## config.mk

```make
export PLATFORM = sky130hd
export DESIGN_NAME = ex_stage_mdu
export DESIGN_NICKNAME = d
export VERILOG_FILES = /design/src/rtl/ex_stage_mdu.sv
export SDC_FILE = /design/constraint.sdc
export NUM_CORES = 2
export LEC_CHECK = 0
export CAP_MARGIN = 10
export CORE_UTILIZATION = 25
export DETAILED_ROUTE_END_ITERATION = 12
export MAX_ROUTING_LAYER = met4
export PLACE_DENSITY = 0.45
export SLEW_MARGIN = 15
export SYNTH_ARGS = -nofsm -noshare
export SYNTH_HDL_FRONTEND = slang
export SYNTH_SLANG_ARGS = --single-unit
```

## constraint.sdc

```tcl
create_clock -name clk -period 7.3 [get_ports clk]
set_input_delay 1.46 -clock clk [delete_from_list [all_inputs] [get_ports clk]]
set_output_delay 1.46 -clock clk [all_outputs]
set_load 0.01 [all_outputs]
```

## src/rtl/ex_stage_mdu.sv

```systemverilog
// Execute stage for the pipelined RV32I core with an iterative RV32M unit.
// Single-cycle ALU, branch and jump resolution, plus a multi-cycle
// multiply/divide FSM that stalls the upstream stages until its result is
// ready. Results land in an EX/MEM register that holds under mem_stall.
module ex_stage_mdu #(
   parameter int unsigned     XLEN          = 32,
   parameter int unsigned     MUL_BITS      = 1,
   parameter logic [XLEN-1:0] RESET_PC_LINK = '0
) (
   input  logic            clk,
   input  logic            rst_,
   input  logic            ex_valid,
   input  logic [XLEN-1:0] ex_pc,
   input  logic [XLEN-1:0] ex_imm,
   input  logic [6:0]      ex_opcode,
   input  logic [2:0]      ex_func3,
   input  logic [6:0]      ex_func7,
   input  logic [4:0]      ex_rd_addr,
   input  logic [XLEN-1:0] rs1_data,
   input  logic [XLEN-1:0] rs2_data,
   input  logic            mem_stall,
   output logic            ex_stall,
   output logic            branch,
   output logic            flush,
   output logic [XLEN-1:0] pc_branch,
   output logic            exmem_valid,
   output logic [XLEN-1:0] exmem_alu_result,
   output logic [XLEN-1:0] exmem_data,
   output logic [4:0]      exmem_rd_addr,
   output logic [2:0]      exmem_func3,
   output logic            exmem_reg_write,
   output logic            exmem_mem_read,
   output logic            exmem_mem_write,
   output logic            exmem_mem_to_reg
);

   localparam int unsigned SHW   = $clog2(XLEN);
   localparam int unsigned CW    = $clog2(XLEN) + 1;
   localparam int unsigned MUL_N = XLEN / MUL_BITS;

   localparam logic [CW-1:0]   MUL_LAST = CW'(MUL_N - 1);
   localparam logic [CW-1:0]   DIV_LAST = CW'(XLEN - 1);
   localparam logic [XLEN-1:0] XMIN     = {1'b1, {(XLEN-1){1'b0}}};

   localparam logic [6:0] OPC_OP     = 7'b0110011;
   localparam logic [6:0] OPC_OPIMM  = 7'b0010011;
   localparam logic [6:0] OPC_LUI    = 7'b0110111;
   localparam logic [6:0] OPC_AUIPC  = 7'b0010111;
   localparam logic [6:0] OPC_JAL    = 7'b1101111;
   localparam logic [6:0] OPC_JALR   = 7'b1100111;
   localparam logic [6:0] OPC_BRANCH = 7'b1100011;
   localparam logic [6:0] OPC_LOAD   = 7'b0000011;
   localparam logic [6:0] OPC_STORE  = 7'b0100011;

   typedef enum logic [1:0] {S_IDLE, S_BUSY, S_DONE} mdu_state_t;

   // ---------------------------------------------------------------- decode
   logic is_op, is_opimm, is_lui, is_auipc, is_jal, is_jalr;
   logic is_branch, is_load, is_store, is_mdu, writes_rd;

   assign is_op     = (ex_opcode == OPC_OP);
   assign is_opimm  = (ex_opcode == OPC_OPIMM);
   assign is_lui    = (ex_opcode == OPC_LUI);
   assign is_auipc  = (ex_opcode == OPC_AUIPC);
   assign is_jal    = (ex_opcode == OPC_JAL);
   assign is_jalr   = (ex_opcode == OPC_JALR);
   assign is_branch = (ex_opcode == OPC_BRANCH);
   assign is_load   = (ex_opcode == OPC_LOAD);
   assign is_store  = (ex_opcode == OPC_STORE);
   assign is_mdu    = is_op & (ex_func7 == 7'b0000001);
   assign writes_rd = is_op | is_opimm | is_lui | is_auipc | is_jal | is_jalr | is_load;

   // ---------------------------------------------------------------- ALU
   logic [XLEN-1:0] op2, alu_res, sra_res;
   logic [SHW-1:0]  shamt;

   // Single-cycle integer ALU for register and immediate forms
   always_comb begin
      op2     = is_op ? rs2_data : ex_imm;
      shamt   = op2[SHW-1:0];
      sra_res = $signed(rs1_data) >>> shamt;
      alu_res = '0;
      case (ex_func3)
         3'b000:  alu_res = (is_op & ex_func7[5]) ? rs1_data - op2 : rs1_data + op2;
         3'b001:  alu_res = rs1_data << shamt;
         3'b010:  alu_res = {{(XLEN-1){1'b0}}, ($signed(rs1_data) < $signed(op2))};
         3'b011:  alu_res = {{(XLEN-1){1'b0}}, (rs1_data < op2)};
         3'b100:  alu_res = rs1_data ^ op2;
         3'b101:  alu_res = ex_func7[5] ? sra_res : rs1_data >> shamt;
         3'b110:  alu_res = rs1_data | op2;
         default: alu_res = rs1_data & op2;
      endcase
   end

   // ---------------------------------------------------------------- MDU
   mdu_state_t      state;
   logic [CW-1:0]   cnt;
   logic [XLEN-1:0] p_hi, p_lo, m_op, mdu_res;
   logic            neg_q, neg_r, op_mul;
   logic [1:0]      op_sel;

   logic            a_signed, b_signed, a_sgn, b_sgn;
   logic [XLEN-1:0] a_mag, b_mag;
   logic            div_zero, div_ovf;
   logic [XLEN-1:0] special_res;

   // Operand magnitudes, sign flags and the divide short-cut cases
   always_comb begin
      a_signed    = (ex_func3 == 3'b000) | (ex_func3 == 3'b001) | (ex_func3 == 3'b010)
                  | (ex_func3 == 3'b100) | (ex_func3 == 3'b110);
      b_signed    = (ex_func3 == 3'b000) | (ex_func3 == 3'b001)
                  | (ex_func3 == 3'b100) | (ex_func3 == 3'b110);
      a_sgn       = a_signed & rs1_data[XLEN-1];
      b_sgn       = b_signed & rs2_data[XLEN-1];
      a_mag       = a_sgn ? -rs1_data : rs1_data;
      b_mag       = b_sgn ? -rs2_data : rs2_data;
      div_zero    = ex_func3[2] & (rs2_data == '0);
      div_ovf     = ex_func3[2] & ~ex_func3[0] & (rs1_data == XMIN) & (rs2_data == '1);
      special_res = '0;
      if (div_zero)
         special_res = ex_func3[1] ? rs1_data : '1;
      else
         special_res = ex_func3[1] ? '0 : rs1_data;
   end

   // p_hi/p_lo are shared: product {hi,lo} for multiply, {remainder,quotient}
   // for divide, with p_lo shifting out multiplier digits / dividend bits.
   logic [XLEN+MUL_BITS-1:0] mul_sum;
   logic [XLEN:0]            r_sh, diff;
   logic [XLEN-1:0]          iter_hi, iter_lo, q_c, r_c, fin_res;
   logic [2*XLEN-1:0]        prod, prod_c;

   // One radix-2^MUL_BITS multiply step or one restoring divide step, plus
   // the sign-corrected final result taken from the last step's output
   always_comb begin
      mul_sum = {{MUL_BITS{1'b0}}, p_hi}
              + ({{MUL_BITS{1'b0}}, m_op} * {{XLEN{1'b0}}, p_lo[MUL_BITS-1:0]});
      r_sh    = {p_hi, p_lo[XLEN-1]};
      diff    = r_sh - {1'b0, m_op};
      if (op_mul) begin
         iter_hi = mul_sum[XLEN+MUL_BITS-1:MUL_BITS];
         iter_lo = {mul_sum[MUL_BITS-1:0], p_lo[XLEN-1:MUL_BITS]};
      end else if (!diff[XLEN]) begin
         iter_hi = diff[XLEN-1:0];
         iter_lo = {p_lo[XLEN-2:0], 1'b1};
      end else begin
         iter_hi = r_sh[XLEN-1:0];
         iter_lo = {p_lo[XLEN-2:0], 1'b0};
      end
      prod    = {iter_hi, iter_lo};
      prod_c  = neg_q ? -prod : prod;
      q_c     = neg_q ? -iter_lo : iter_lo;
      r_c     = neg_r ? -iter_hi : iter_hi;
      fin_res = '0;
      if (op_mul)
         fin_res = (op_sel == 2'b00) ? prod_c[XLEN-1:0] : prod_c[2*XLEN-1:XLEN];
      else
         fin_res = op_sel[1] ? r_c : q_c;
   end

   // MDU sequencer: capture, iterate, hold result until EX/MEM accepts it
   always_ff @(posedge clk or negedge rst_) begin
      if (!rst_) begin
         state   <= S_IDLE;
         cnt     <= '0;
         p_hi    <= '0;
         p_lo    <= '0;
         m_op    <= '0;
         neg_q   <= 1'b0;
         neg_r   <= 1'b0;
         op_mul  <= 1'b0;
         op_sel  <= '0;
         mdu_res <= '0;
      end else begin
         case (state)
            S_IDLE: begin
               if (ex_valid & is_mdu) begin
                  op_mul <= ~ex_func3[2];
                  op_sel <= ex_func3[1:0];
                  neg_q  <= a_sgn ^ b_sgn;
                  neg_r  <= a_sgn;
                  cnt    <= '0;
                  if (div_zero | div_ovf) begin
                     mdu_res <= special_res;
                     state   <= S_DONE;
                  end else begin
                     p_hi  <= '0;
                     p_lo  <= ex_func3[2] ? a_mag : b_mag;
                     m_op  <= ex_func3[2] ? b_mag : a_mag;
                     state <= S_BUSY;
                  end
               end
            end
            S_BUSY: begin
               p_hi <= iter_hi;
               p_lo <= iter_lo;
               cnt  <= cnt + CW'(1);
               if (cnt == (op_mul ? MUL_LAST : DIV_LAST)) begin
                  mdu_res <= fin_res;
                  state   <= S_DONE;
               end
            end
            S_DONE: begin
               if (!mem_stall)
                  state <= S_IDLE;
            end
            default: state <= S_IDLE;
         endcase
      end
   end

   // ---------------------------------------------------------------- control
   logic            adv, cond, taken;
   logic [XLEN-1:0] ex_result;

   assign ex_stall = rst_ & ((ex_valid & is_mdu & (state != S_DONE)) | mem_stall);
   assign adv      = rst_ & ex_valid & ~ex_stall;

   // Branch condition, redirect and final EX result selection
   always_comb begin
      case (ex_func3)
         3'b000:  cond = (rs1_data == rs2_data);
         3'b001:  cond = (rs1_data != rs2_data);
         3'b100:  cond = ($signed(rs1_data) <  $signed(rs2_data));
         3'b101:  cond = ($signed(rs1_data) >= $signed(rs2_data));
         3'b110:  cond = (rs1_data <  rs2_data);
         3'b111:  cond = (rs1_data >= rs2_data);
         default: cond = 1'b0;
      endcase
      taken     = (is_branch & cond) | is_jal | is_jalr;
      pc_branch = is_jalr ? ((rs1_data + ex_imm) & {{(XLEN-1){1'b1}}, 1'b0})
                          : (ex_pc + ex_imm);
      ex_result = ex_pc + ex_imm;
      if (is_lui)
         ex_result = ex_imm;
      else if (is_jal | is_jalr)
         ex_result = ex_pc + XLEN'(4);
      else if (is_load | is_store)
         ex_result = rs1_data + ex_imm;
      else if (is_mdu)
         ex_result = mdu_res;
      else if (is_op | is_opimm)
         ex_result = alu_res;
   end

   assign branch = adv & taken;
   assign flush  = branch;

   // EX/MEM pipeline register; holds every field while MEM is stalled
   always_ff @(posedge clk or negedge rst_) begin
      if (!rst_) begin
         exmem_valid      <= 1'b0;
         exmem_alu_result <= RESET_PC_LINK;
         exmem_data       <= '0;
         exmem_rd_addr    <= '0;
         exmem_func3      <= '0;
         exmem_reg_write  <= 1'b0;
         exmem_mem_read   <= 1'b0;
         exmem_mem_write  <= 1'b0;
         exmem_mem_to_reg <= 1'b0;
      end else if (!mem_stall) begin
         exmem_valid      <= adv;
         exmem_alu_result <= ex_result;
         exmem_data       <= rs2_data;
         exmem_rd_addr    <= ex_rd_addr;
         exmem_func3      <= ex_func3;
         exmem_reg_write  <= adv & writes_rd;
         exmem_mem_read   <= adv & is_load;
         exmem_mem_write  <= adv & is_store;
         exmem_mem_to_reg <= adv & is_load;
      end
   end

endmodule

```

==> flow_summary.rst <==
.. list-table::
   :header-rows: 1

   * - Metric
     - Value
   * - Final hold slack
     - 0.484 ns
   * - # DRC
     - 0
   * - Area of the core
     - approximately 0.14 sq mm
   * - Number of nets in the finished design
     - around 5700
   * - Share of synthesized area occupied by flip-flops and latches
     - 0.159
   * - Deepest clock path buffer count
     - 3
   * - Clock-pin slew on the worst setup and hold paths
     - about 0.05 ns
   * - Final Routed Wirelength
     - around 220 mm
   * - Count of TritonRoute iterations in the first routing pass
     - 7
   * - Average size of a mapped cell
     - ~7 sq um
   * - NetSw
     - about 2.2 mW
   * - Cell with the most instances after synthesis
     - sky130_fd_sc_hd__nand2_1
   * - Worst Tran Pin Value
     - about 1.2 ns
   * - Number of antenna violations at the first check in global routing
     - 23
   * - Portion of total power attributed to sequential cells
     - 0.240
   * - Capture point of the worst reg-to-reg path
     - mdu_res[28]$_DFFE_PN0P_
   * - Post-route minimum period
     - 7.13 ns
   * - Synth area leaders
     - sky130_fd_sc_hd__dfrtp_1, sky130_fd_sc_hd__ha_1, sky130_fd_sc_hd__a21oi_1
   * - Place WS
     - -0.500 ns
   * - Worst-Skew Late Latency
     - around 0.64 ns
   * - Total of flip-flops plus latches after synthesis
     - around 220
   * - Growth of design area from synthesis to finish
     - 24.0%
   * - Wire length of the first global-routing pass
     - just over 300 mm
   * - LEAKAGE
     - about 18 nW
   * - Number of global-route vias before repair
     - 39200
   * - Final-report setup violation count
     - 0
   * - Cell type with the largest total area after synthesis
     - sky130_fd_sc_hd__dfrtp_1
   * - Avg WL per Cell
     - a little over 30 microns
   * - Cell depth of the worst min-delay path
     - 2
   * - Count of final hold-check violations
     - 0
   * - Area share of the leading cell type in the synthesized netlist
     - 0.159
   * - Unique masters post-synth
     - 116
   * - CTS tree
     - done
   * - Share of flip-flops with an asynchronous set or reset after synthesis
     - 1.00
   * - Post-route worst setup slack
     - 0.171 ns
   * - EDFF count, synth
     - 0
   * - Nets in the synthesized netlist
     - between 5000 and 6000
   * - Dpl hpwl
     - roughly 180 mm
   * - CTS sink cnt
     - roughly 220
   * - Number of buffers added on ports
     - between 200 and 300
   * - Sw frac
     - 0.409
   * - Reg2Reg Depth
     - 22
   * - Startpoint of the worst register-to-register path
     - p_lo[31]$_DFFE_PN0P_
   * - Synthesis warning total
     - 0
   * - Type of the setup path with the least slack
     - input port to output pin
   * - HP Class
     - flop to flop
   * - Power share of the combinational group
     - 0.454
   * - Total of max-cap violations
     - 0
   * - Worst Hold End
     - exmem_data[22]$_DFFE_PN0N_
   * - Initial Utilization
     - 0.252
   * - Placed Instances
     - roughly 7000
   * - VDD IR max
     - ~170 uV
   * - Required time worst endpoint
     - approximately 5.8 ns
   * - CP Capture Type
     - output pin
   * - CP arrival
     - 5.67 ns
   * - Worst-case headroom to the max-slew limit
     - 0.188
   * - RSZ-0062 raised after global routing
     - true
   * - Launch point of the worst hold path
     - exmem_data[22]$_DFFE_PN0N_
   * - Overall global routing resource usage
     - 0.313
   * - Internal Power
     - about 3.2 mW
   * - IO Count
     - 266
   * - Final worst-path cycle share
     - 0.977
   * - Leading post-synthesis cells by instance count
     - sky130_fd_sc_hd__nand2_1, sky130_fd_sc_hd__a21oi_1, sky130_fd_sc_hd__o21ai_0, sky130_fd_sc_hd__nor2_1, sky130_fd_sc_hd__ha_1
   * - Number of buffers inserted during clock tree synthesis
     - 31
   * - Critical path peak fanout
     - 10
   * - Number of standard-cell rows in the floorplan
     - 135
   * - Overall die height
     - 372 microns
   * - Max frequency
     - ~140 MHz
   * - Category of the worst setup path launch point
     - input port
   * - Largest net degree at the start of global routing
     - roughly 130
   * - Clock share of power
     - 0.306
   * - Clk_skew
     - slightly above 0.06 ns
   * - Clk Tree Root Cell
     - sky130_fd_sc_hd__clkbuf_16
   * - Total die area
     - approximately 0.14 sq mm
   * - Dominant synthesized flop cell
     - sky130_fd_sc_hd__dfrtp_1
   * - Final slew viol count
     - 0
   * - Depth of the CTS H-tree
     - 1
   * - Weighted congestion reported at the end of routability-driven placement
     - roughly 1.1
   * - DR iter-0 viols
     - between 3000 and 4000
   * - Antenna viol nets, final
     - 0
   * - Number of standard cells in the layout, taps in and fillers out
     - around 7000
   * - Total number of vias
     - between 40000 and 50000
   * - Global route total overflow
     - 0
   * - Fraction of layout instances using a drive strength above 1
     - 0.116
   * - Cell Pwr Density
     - 128 mW/mm^2
   * - Cell count after synthesis
     - around 4900
   * - Reg2reg setup slack
     - slightly below 1 ns
   * - Post-synthesis cell area
     - 0.0342 sq mm
   * - Floorplan die width
     - around 370 microns
   * - Status
     - complete, no violations
   * - Post-DR vias/cell
     - 5.74
## metrics by stage
step	utilization	setup TNS [ns]	area (sq um)	total power [mW]
final	0.313	0	42400	5.44
after global routing	0.313	-0.0411	42400	5.63
after CTS	0.312	0	42400	5.43
after detailed placement	0.305	-1.76	41300	3.73
after global placement	0.305	-1.99	41300	3.75
after floorplan	-	0	34200	2.46
## cell type report
class / count / area [sq um]
tap: 1781 / 2230
clock buffer: 41 / 823
antenna: 11 / 27.5
inverter: 220 / 826
sequential: 217 / 5440
multi-input combinational: 4111 / 26800
clock inverter: 13 / 231
fill: 14800 / 93200
timing repair buffer: 706 / 6060
## worst max-delay path by stage
| stage | startpoint | endpoint | slack [ns] | depth (start not counted) |
|---|---|---|---|---|
| 2_1_floorplan | ex_opcode[2] | exmem_alu_result[31]$_DFFE_PN0N_ | 0.56 | 24 |
| 3_3_place_gp | ex_opcode[5] | exmem_alu_result[30]$_DFFE_PN0N_ | -0.49 | 25 |
| 3_5_place_dp | ex_opcode[4] | exmem_alu_result[30]$_DFFE_PN0N_ | -0.50 | 24 |
| 4_1_cts | ex_imm[0] | pc_branch[30] | 0.0006 | 20 |
| 5_1_grt | ex_imm[0] | pc_branch[30] | -0.04 | 19 |
| 6_report | rs1_data[0] | pc_branch[24] | 0.17 | 19 |
## cell usage in the layout, fill, tap and decap left out, types with 31 or more instances in the layout
cell type	Yosys	routed
sky130_fd_sc_hd__o21ai_0	457	454
sky130_fd_sc_hd__a31oi_1	76	76
sky130_fd_sc_hd__clkdlybuf4s50_1	0	261
sky130_fd_sc_hd__mux2i_1	140	140
sky130_fd_sc_hd__xnor2_1	217	217
sky130_fd_sc_hd__nand4_1	64	64
sky130_fd_sc_hd__a21o_1	128	127
sky130_fd_sc_hd__o211ai_1	84	84
sky130_fd_sc_hd__nand2_1	527	526
sky130_fd_sc_hd__o221ai_1	38	38
sky130_fd_sc_hd__a211oi_1	78	78
sky130_fd_sc_hd__nor3_1	109	104
sky130_fd_sc_hd__a21oi_1	471	471
sky130_fd_sc_hd__nand2b_1	55	53
sky130_fd_sc_hd__clkbuf_16	0	31
sky130_fd_sc_hd__nand3_1	95	95
sky130_fd_sc_hd__o21bai_1	33	33
sky130_fd_sc_hd__dfrtp_1	217	215
sky130_fd_sc_hd__and3_1	45	45
sky130_fd_sc_hd__buf_4	3	435
sky130_fd_sc_hd__nor2_1	447	440
sky130_fd_sc_hd__and2_1	61	60
sky130_fd_sc_hd__nor2b_1	47	46
sky130_fd_sc_hd__o21a_1	52	52
sky130_fd_sc_hd__inv_1	208	208
sky130_fd_sc_hd__a221oi_1	43	43
sky130_fd_sc_hd__ha_1	256	256
sky130_fd_sc_hd__xor2_1	92	92
sky130_fd_sc_hd__o31ai_1	37	36
sky130_fd_sc_hd__o22ai_1	53	53
## power groups by stage
stage	sequential (mW)	clock (mW)	combinational (mW)
floorplan	1.33	0	1.13
global placement	1.33	0	2.43
detailed placement	1.32	0	2.41
CTS	1.31	1.70	2.42
global route	1.31	1.74	2.58
finish	1.31	1.66	2.47
## routing by layer
layer,GRT usage,vias to the layer above,part of all wire
met2,0.509,1699,0.46
met3,0.0369,419,0.062
met1,0.381,19900,0.41
li1,-,18700,-
met4,0.161,0,0.061
met5,-,-,0
## critical path, stage by stage
cell and delay, ns:
sky130_fd_sc_hd__clkdlybuf4s50_1 0.50, sky130_fd_sc_hd__buf_12 0.19, sky130_fd_sc_hd__ha_1 0.19, sky130_fd_sc_hd__inv_1 0.05, sky130_fd_sc_hd__fa_1 0.41, sky130_fd_sc_hd__nor2b_1 0.13
sky130_fd_sc_hd__o21a_1 0.13, sky130_fd_sc_hd__o21ai_0 0.11, sky130_fd_sc_hd__a21oi_1 0.28, sky130_fd_sc_hd__a311oi_1 0.20, sky130_fd_sc_hd__a211oi_1 0.27, sky130_fd_sc_hd__buf_4 0.22
sky130_fd_sc_hd__nand3_1 0.10, sky130_fd_sc_hd__o21ai_0 0.17, sky130_fd_sc_hd__a21oi_1 0.10, sky130_fd_sc_hd__xnor2_1 0.19, sky130_fd_sc_hd__nand2_1 0.07, sky130_fd_sc_hd__o21ai_0 0.23
sky130_fd_sc_hd__clkdlybuf4s50_1 0.64
## cells by family after synthesis
| family | share of synthesized area |
|---|---|
| AO/OA/AOI/OAI | 0.335 |
| multiplexers | 0.0513 |
| buffers and inverters | 0.0618 |
| flip-flops | 0.159 |
| adder cells (fa/ha/maj) | 0.0969 |
| AND/OR/NAND/NOR | 0.217 |
| XOR/XNOR | 0.0791 |
## repair_timing
item | CTS | global route
hold buffers | 0 | 0
setup endpoints to repair | 0 | 10
setup buffers | 0 | 0
gates resized for setup | 0 | 10
No activity file was read; power rests on OpenSTA's default activity.
